===== src/rtl/uart_pkg.sv =====
// Shared definitions for the parametrised UART receiver: FSM states and the
// default oversampling ratio.
package uart_pkg;

  localparam int OVS_DEFAULT = 16;

  typedef enum logic [2:0] {
    IDLE     = 3'd0,
    START    = 3'd1,
    DATA     = 3'd2,
    PARITY   = 3'd3,
    STOP     = 3'd4,
    BRK_WAIT = 3'd5
  } rx_state_t;

endpackage


===== src/rtl/uart_sync_vote.sv =====
// Two-flop line synchronizer followed by a three-sample history and majority
// vote. The vote always covers the current synchronized sample and the two before it.
module uart_sync_vote (
  input  logic clk,
  input  logic areset_n,
  input  logic info,
  output logic si,
  output logic vote
);

  logic       sync1;
  logic       sync2;
  logic [1:0] hist;

  // Reset to the idle (high) level so leaving reset never looks like a start edge.
  always_ff @(posedge clk or negedge areset_n) begin
    if (!areset_n) begin
      sync1 <= 1'b1;
      sync2 <= 1'b1;
      hist  <= 2'b11;
    end else begin
      sync1 <= info;
      sync2 <= sync1;
      hist  <= {hist[0], sync2};
    end
  end

  assign si   = sync2;
  assign vote = (si & hist[0]) | (si & hist[1]) | (hist[0] & hist[1]);

endmodule


===== src/rtl/uart_rx_param.sv =====
// Parametrised UART receiver: oversampled start detection with glitch reject,
// DATA_W data bits LSB first, optional runtime parity, STOP_BITS stop bits, break detect.
module uart_rx_param
  import uart_pkg::*;
#(
  parameter int DATA_W    = 8,
  parameter int OVS       = OVS_DEFAULT,
  parameter int STOP_BITS = 1
) (
  input  logic              rx_enbl,
  input  logic              areset_n,
  input  logic              info,
  input  logic              p_enbl,
  input  logic              p_odd,
  output logic [DATA_W-1:0] dout,
  output logic              flag,
  output logic              error,
  output logic              fb,
  output logic              perr,
  output logic              ferr,
  output logic              brk,
  output rx_state_t         state_dbg
);

  localparam int SW = $clog2(OVS);
  localparam int DW = $clog2(DATA_W + 1);

  localparam logic [SW-1:0] S_LAST    = SW'(OVS - 1);
  localparam logic [SW-1:0] S_MID     = SW'(OVS / 2 - 1);
  localparam logic [DW-1:0] D_LAST    = DW'(DATA_W - 1);
  localparam logic [DW-1:0] STOP_LAST = DW'(STOP_BITS - 1);

  rx_state_t         state;
  logic [SW-1:0]     s_cnt;
  logic [DW-1:0]     d_cnt;
  logic [DATA_W-1:0] temp;
  logic              par_en;
  logic              par_odd;
  logic              zeros;
  logic              si;
  logic              vote;

  logic first_stop;
  logic brk_now;
  logic err_now;

  uart_sync_vote u_sync_vote (
    .clk      (rx_enbl),
    .areset_n (areset_n),
    .info     (info),
    .si       (si),
    .vote     (vote)
  );

  // Frame verdict at the final stop sample. zeros already reflects the first
  // stop bit when a second one follows, so only the one-stop case needs vote here.
  assign first_stop = (d_cnt == '0);
  assign brk_now    = zeros & (~first_stop | ~vote);
  assign err_now    = perr | ferr | ~vote | brk_now;

  assign state_dbg = state;

  // flag and fb are single-cycle valid pulses with no ready: the FIFO and the
  // transmitter must accept them on the tick they are high.
  always_ff @(posedge rx_enbl or negedge areset_n) begin
    if (!areset_n) begin
      state   <= IDLE;
      s_cnt   <= '0;
      d_cnt   <= '0;
      temp    <= '0;
      par_en  <= 1'b0;
      par_odd <= 1'b0;
      zeros   <= 1'b0;
      dout    <= '0;
      flag    <= 1'b0;
      error   <= 1'b0;
      fb      <= 1'b0;
      perr    <= 1'b0;
      ferr    <= 1'b0;
      brk     <= 1'b0;
    end else begin
      flag <= 1'b0;
      fb   <= 1'b0;
      case (state)
        IDLE: begin
          s_cnt <= '0;
          d_cnt <= '0;
          if (!si) state <= START;
        end

        START: begin
          if (s_cnt == S_MID) begin
            s_cnt <= '0;
            if (vote) begin
              state <= IDLE;
            end else begin
              par_en  <= p_enbl;
              par_odd <= p_odd;
              error   <= 1'b0;
              perr    <= 1'b0;
              ferr    <= 1'b0;
              zeros   <= 1'b1;
              state   <= DATA;
            end
          end else begin
            s_cnt <= s_cnt + 1'b1;
          end
        end

        DATA: begin
          if (s_cnt == S_LAST) begin
            s_cnt <= '0;
            temp  <= {vote, temp[DATA_W-1:1]};
            if (vote) zeros <= 1'b0;
            if (d_cnt == D_LAST) begin
              d_cnt <= '0;
              state <= par_en ? PARITY : STOP;
            end else begin
              d_cnt <= d_cnt + 1'b1;
            end
          end else begin
            s_cnt <= s_cnt + 1'b1;
          end
        end

        PARITY: begin
          if (s_cnt == S_LAST) begin
            s_cnt <= '0;
            perr  <= vote != (^temp ^ par_odd);
            if (vote) zeros <= 1'b0;
            state <= STOP;
          end else begin
            s_cnt <= s_cnt + 1'b1;
          end
        end

        STOP: begin
          if (s_cnt == S_LAST) begin
            s_cnt <= '0;
            if (!vote) ferr <= 1'b1;
            if (first_stop && vote) zeros <= 1'b0;
            if (d_cnt == STOP_LAST) begin
              d_cnt <= '0;
              if (err_now) begin
                error <= 1'b1;
                fb    <= 1'b1;
                if (brk_now) begin
                  brk   <= 1'b1;
                  state <= BRK_WAIT;
                end else begin
                  state <= IDLE;
                end
              end else begin
                dout  <= temp;
                flag  <= 1'b1;
                state <= IDLE;
              end
            end else begin
              d_cnt <= d_cnt + 1'b1;
            end
          end else begin
            s_cnt <= s_cnt + 1'b1;
          end
        end

        BRK_WAIT: begin
          // s_cnt counts consecutive high samples; any low sample restarts it.
          if (!si) begin
            s_cnt <= '0;
          end else if (s_cnt == S_LAST) begin
            s_cnt <= '0;
            brk   <= 1'b0;
            state <= IDLE;
          end else begin
            s_cnt <= s_cnt + 1'b1;
          end
        end

        default: state <= IDLE;
      endcase
    end
  end

endmodule


===== config.mk =====
export PLATFORM = sky130hd
export DESIGN_NAME = uart_rx_param
export DESIGN_NICKNAME = d
export VERILOG_FILES = /design/src/rtl/uart_pkg.sv /design/src/rtl/uart_sync_vote.sv /design/src/rtl/uart_rx_param.sv
export SDC_FILE = /design/constraint.sdc
export NUM_CORES = 1
export LEC_CHECK = 0
export CORE_MARGIN = 4
export CORE_UTILIZATION = 50
export CTS_BUF_LIST = sky130_fd_sc_hd__clkbuf_8
export CTS_CLUSTER_SIZE = 30
export DETAILED_ROUTE_END_ITERATION = 16
export GPL_ROUTABILITY_DRIVEN = 0
export GPL_TIMING_DRIVEN = 0
export PLACE_DENSITY = 0.68
export SLEW_MARGIN = 10
export SYNTH_ARGS = -nofsm -noshare
export SYNTH_HDL_FRONTEND = slang
export SYNTH_SLANG_ARGS = --single-unit
export TNS_END_PERCENT = 50

===== constraint.sdc =====
create_clock -name rx_enbl -period 5.25 [get_ports rx_enbl]
set_input_delay 1.05 -clock rx_enbl [delete_from_list [all_inputs] [get_ports rx_enbl]]
set_output_delay 1.05 -clock rx_enbl [all_outputs]
set_load 0.01 [all_outputs]

==> flow_summary.ini <==
[drt]
wirelength_mm = 4.24
via_count = 1547
antenna_left = 0
wire_per_inst_um = 15.8
drt-initial-drc-count = 60
first_pass_iters = 4
vias_per_cell = 5.75
drc = 0

[power]
vdd_drop_max_uv = 222
p_per_area_mw_per_mm2 = 400
p_leak_uw = 0.00111

[sta]
finalSetupViolCount = 0
rsz0062_at_grt = false
fin_crit_sh = 0.453
setup-tns-final_ps = 0
setup_ws_ps = 2870
hold_ws_ps = 360
worstMarginPinSlew_ps = 487
maxSlewHeadroom = 0.675
maxSlewViolCount = 0
fin_crit_ps = 2380
hold_viol = 0
skew_ps = 6.43
clock.fmax_mhz = 420

[floorplanning]
io_pins = 22
dieWidth_um = 72.3
rows = 23
core-area_mm2 = 0.00400
die-area_mm2 = 0.00523
start_util = 0.517
die_h_um = 72.3

[global_routing]
grt_pass1_vias = 1643
grt_pass1_wl_mm = 7.46
gr-total-overflow = 0
antenna_found_initial = 0
grt_max_degree = 28
grtUsageTotal = 0.182

[critical_path]
cp_cell_sequence = clkdlybuf4s50_1
crit_cells = 1
path_max_fanout = 5
path_class = register to output port
worstSetupStartpointType = register
cp_slowest_cell = clkdlybuf4s50_1
r2r_setup_slack_ps = 3200
arrival_ps = 1330
crit_start = state_dbg[1]
crit_path_end_kind = output port
rr_endpoint = state_dbg[0]
crit_family = buffers and inverters
r2r_start = d_cnt[0]
cpPeakStageDelay_ps = 580
cp.required_ps = 4200
path_buf_inv = 1
crit_end = state_dbg[1]
worst_r2r_path_depth = 6

[cts]
ctsHoldBuffers = 0
clk_latency_ps = 290
cts_tree = built
cts.sinks = 40
numCtsBuffers = 5
cts_root_buf = clkbuf_8
clk_pin_slew_worst_paths_ps = 80
cts_buffer_depth = 2
htreeDepth = 2
post_cts_buffers = 0
cts_resized = 0

[synth]
synth_edf_count = 0
ys_types = 53
synthArstFlopShare = 1.00
synthesis.area_mm2 = 0.00207
yosysTopAreaCell = dfrtp_1
syn-num-nets = 197
ys.flop_type = dfrtp_1
syn_inst = 189
synth_seq_cells = 40
synth_area_per_cell_um2 = 10.9
synth_top_area_share = 0.435
ys_seq_area_frac = 0.486
yosysWarnings = 0
synth.area.top_cells = dfrtp_1, mux2_2, dfstp_2, xnor2_1, nand2_1

[cells_and_area]
postLayoutCoreUtil = 0.620
final_common_cell = dfrtp_1
design_area_mm2 = 0.00248
syn_to_final_growth_pct = 19.8
drive_above_1_share = 0.219
mostFrequentLayoutCells = dfrtp_1, clkdlybuf4s50_1, nand2_1
final_nets = 226
antenna_cells = 0

[place]
hpwlAfterDp_mm = 3.09
port_buffers = 21
place_area_mm2 = 0.00236
dp_slack_ps = 3190

[worst_hold_path]
hp-class = register to register

[run]
cap_violations = 0

[run_status]
status = complete, no violations
==> flip-flops by register name, indices dropped and copies added, names as in the netlist <==
name / cells
temp: 8
u_sync_vote.sync1: 1
state_dbg: 3
par_en: 1
zeros: 1
u_sync_vote.si: 1
par_odd: 1
ferr: 1
s_cnt: 4
brk: 1
error: 1
d_cnt: 4
perr: 1
dout: 8
fb: 1
flag: 1
u_sync_vote.hist: 2
==> cells in the mapped netlist (2+ instances only) <==
cell type,n
a211o_1,2
a21o_1,2
a21oi_1,10
a22oi_1,2
and3_1,2
buf_2,4
buf_6,2
clkbuf_1,2
dfrtp_1,36
dfstp_2,4
ha_1,3
inv_1,7
mux2_2,18
nand2_1,19
nand3_1,11
nor2_1,7
nor2b_1,2
nor4_1,2
o21ai_0,7
o221ai_1,3
or3_1,2
or4_1,2
xnor2_1,9
xor2_1,2
==> kinds of logic after synthesis <==
kind of cell	after synthesis	share of synthesized area
DFF	40	0.486
and+or+nand+nor	59	0.159
AOI/OAI and AO/OA	37	0.124
xor gates and xnor gates	12	0.0574
muxes	19	0.103
adders and majority gates	5	0.0284
buffers and inverters	17	0.0423
==> metal layers <==
metal / share of wire / GRT usage / vias to the layer above
met4: 0.014 / 0.0710 / 0
met2: 0.49 / 0.296 / 36
met3: 0.050 / 0.0457 / 9
li1: - / - / 731
met5: 0 / 0 / -
met1: 0.44 / 0.234 / 771
==> per-stage QoR <==
step	cells	total power (uW)
after floorplan	189	634
after global placement	260	714
after detailed placement	261	729
after global routing	269	1060
final	269	992
after CTS	269	999
==> where the power goes <==
group          total, uW  switching, uW  internal (uW)
combinational        348            190            157
clock                267            112            155
sequential           377           33.5            344
==> final cells by class <==
type                       instances  area (um2)
buffer                            10        61.3
clock buffer                       6        82.6
clock inverter                     2        38.8
fill                             339        1520
inverter                           7        26.3
multi-input combinational        132         976
sequential                        40        1010
tap                               50        62.6
timing repair buffer              22         225
==> worst min-delay path by stage <==
stage	from	to	slack, ps	cells after the start
global route	u_sync_vote.sync1	u_sync_vote.si	360	0
finish	u_sync_vote.sync1	u_sync_vote.si	360	0
CTS	u_sync_vote.sync1	u_sync_vote.si	360	0
detailed placement	u_sync_vote.sync1	u_sync_vote.si	350	0
global placement	u_sync_vote.sync1	u_sync_vote.si	350	0
floorplan	u_sync_vote.sync1	u_sync_vote.si	350	0
Power figures use the tool's default switching activity.
==> RTL edit (same flow settings) <==
Reset style: synchronous (`areset_n`), changed in 2 clocked blocks.
--- a/src/rtl/uart_sync_vote.sv
+++ b/src/rtl/uart_sync_vote.sv
@@ -13,7 +13,7 @@
   logic [1:0] hist;
 
   // Reset to the idle (high) level so leaving reset never looks like a start edge.
-  always_ff @(posedge clk or negedge areset_n) begin
+  always_ff @(posedge clk) begin
     if (!areset_n) begin
       sync1 <= 1'b1;
       sync2 <= 1'b1;
--- a/src/rtl/uart_rx_param.sv
+++ b/src/rtl/uart_rx_param.sv
@@ -62,7 +62,7 @@
 
   // flag and fb are single-cycle valid pulses with no ready: the FIFO and the
   // transmitter must accept them on the tick they are high.
-  always_ff @(posedge rx_enbl or negedge areset_n) begin
+  always_ff @(posedge rx_enbl) begin
     if (!areset_n) begin
       state   <= IDLE;
       s_cnt   <= '0;
Behaviour: differs if areset_n is asserted again (counterexample within 4 cycles, from zero or initial values and one cycle with areset_n low); with areset_n held inactive, the same outputs for 10 cycles.
==> RTL edit against the original RTL <==
  * Hold slack better by 51 ps
  * Synthesized area is 0.85% lower
  * Critical path depth stayed put
  * Routed wire length is 0.92% higher
  * Sequential cell count stayed put
  * First-iteration DRC count is 110% higher
  * Clock skew is 0.96 ps higher
  * Highest routed layer unchanged
  * Worst setup slack worse by 74 ps
  * Critical path type unchanged
  * Final area is 2.4% lower
Power is not compared: it rests on default switching activity, and its combinational part moved more than twofold at a synthesized area within 25%.
==> RTL edit: results (changes against the original RTL) <==
INFO  metric worst_slew_pin_slew = 638 ps (+151 ps)
INFO  metric startpoint = state_dbg[0]
INFO  metric rr_startpoint = s_cnt[0]
INFO  metric rr_endpoint = d_cnt[2]
INFO  metric crit_end = state_dbg[0]
INFO  metric synth_top_cells_by_count = dfxtp_1 (40), nor2b_1 (21), mux2i_1 (20), nand2_1 (17), nor2_1 (12)
INFO  metric synth_cells = 228 (+21%)
INFO  metric hold_end = u_sync_vote.si
INFO  metric whs_path_depth = 1 (+1)
INFO  metric hold_slack = 411 ps (+51.1 ps)
INFO  metric finalClockSkew = 7.39 ps (+0.962 ps)
INFO  metric layout_top_registers = dout x8, temp x8
INFO  metric first_iter_violations = 127 (+110%)
INFO  metric final.period_utilization = 46.7% (+1.4 points)
INFO  metric routedWlPerCell = 13.9 um (-12%)
INFO  metric grt_start_max_net_pins = 13 (-54%)
INFO  metric cts_resized = 0 (unchanged)
INFO  metric cp_max_fo = 8 (+3)
INFO  metric synth_cell_type_count = 52 (-1.9%)
INFO  metric synth_sequential_area_ratio = 39.0% (-9.6 points)
INFO  metric avgViaCountPerCell = 5.49 (-4.5%)
INFO  metric post_synth_main_area_contributors = dfxtp_1 (39%), mux2i_1 (9.8%), nor2b_1 (6.4%), nand2_1 (3.1%), xnor2_1 (3.0%)
INFO  metric status = completed
INFO  metric cts_max_path_buffers = 2 (unchanged)
INFO  metric path_clk_slew = 80 ps (about the same)
INFO  metric dp.cells = 299 (+15%)
INFO  metric cp_slowest_cell = clkdlybuf4s50_1
INFO  metric place.port_buffers = 21 (unchanged)
INFO  metric critical_path_arrival = 1400 ps (+70 ps)
INFO  metric grt_usage = 18.2% (about the same)
INFO  metric postRouteWirelength = 4.28 mm (+0.92%)
INFO  metric number_of_optimization_iterations_in_the_first_detailed_route_pass = 4 (unchanged)
INFO  metric r2r_setup_slack = 3230 ps (+30 ps)
INFO  metric detailed_place_hpwl = 3.07 mm (-0.66%)
INFO  metric critical-path-top-delay-family = buffers and inverters
INFO  metric detailed_place.area = 2320 sq um (-1.4%)
INFO  metric synth_async_sr_flop_share = 0% (-100 points)
INFO  metric via_count_of_the_first_global_routing_pass = 1544 (-6.0%)
INFO  metric n_diodes = 0 (unchanged)
INFO  metric worstHoldStart = u_sync_vote.sync1
INFO  metric timing.critical_path.slowest_cell_delay = 600 ps (+20 ps)
INFO  metric final_nets = 264 (+17%)
INFO  metric synth.net_count = 236 (+20%)
INFO  metric num-fill-cells = 370 (+9.1%)
INFO  metric placement.setup.worst_slack = 2750 ps (-442 ps)
INFO  metric share_of_final_layout_standard_cells_stronger_than_drive_strength_1 = 8.17% (-14 points)
INFO  metric wire_length_of_the_first_global_routing_pass = 7.49 mm (+0.38%)
==> RTL edit: cell types whose count changed in the layout (fill, tap and decap cells not counted), moves of 5 or more <==
cell      delta
nor2b_1     +19
dfxtp_1     +40
nand2b_1     +5
a21boi_1     +6
mux2_2      -18
nor2_1       +5
mux2i_1     +19
dfrtp_1     -36
==> RTL edit: power breakdown <==
part | switching, W | internal, W | total [W]
registers | 0.0000123 | 0.000310 | 0.000323
logic | 0.0000702 | 0.0000487 | 0.000119
clock network | 0.000107 | 0.000105 | 0.000212
total | 0.000189 | 0.000464 | 0.000653
==> RTL edit: cell families after synthesis <==
family,Yosys count,share of synthesized area [%]
AND/OR/NAND/NOR,95,26.2
AO/OA/AOI/OAI,42,14.4
adder cells (fa/ha/maj),4,2.38
flip-flops,40,39.0
XOR/XNOR,10,4.27
multiplexers,20,9.76
buffers and inverters,17,3.96
==> RTL edit: per-layer routing <==
metal	part of all wire [%]	wire (um)	track usage [%]	up-vias
met5	0	0	0	-
met4	1.1	48	6.26	0
met3	3.5	151	4.29	4
met2	46	1980	28.0	33
met1	49	2100	25.1	787
li1	-	-	-	862
==> RTL edit: layout make-up <==
| type | count | area [sq um] | area share, % |
|---|---|---|---|
| Clock inverter | 2 | 11.3 | 0.466 |
| Multi-Input combinational cell | 171 | 1170 | 48.4 |
| Clock buffer | 6 | 82.6 | 3.41 |
| Buffer | 12 | 60.1 | 2.48 |
| Tap cell | 50 | 62.6 | 2.59 |
| Sequential cell | 40 | 801 | 33.1 |
| Timing Repair Buffer | 21 | 210 | 8.69 |
| Inverter | 5 | 21.3 | 0.879 |
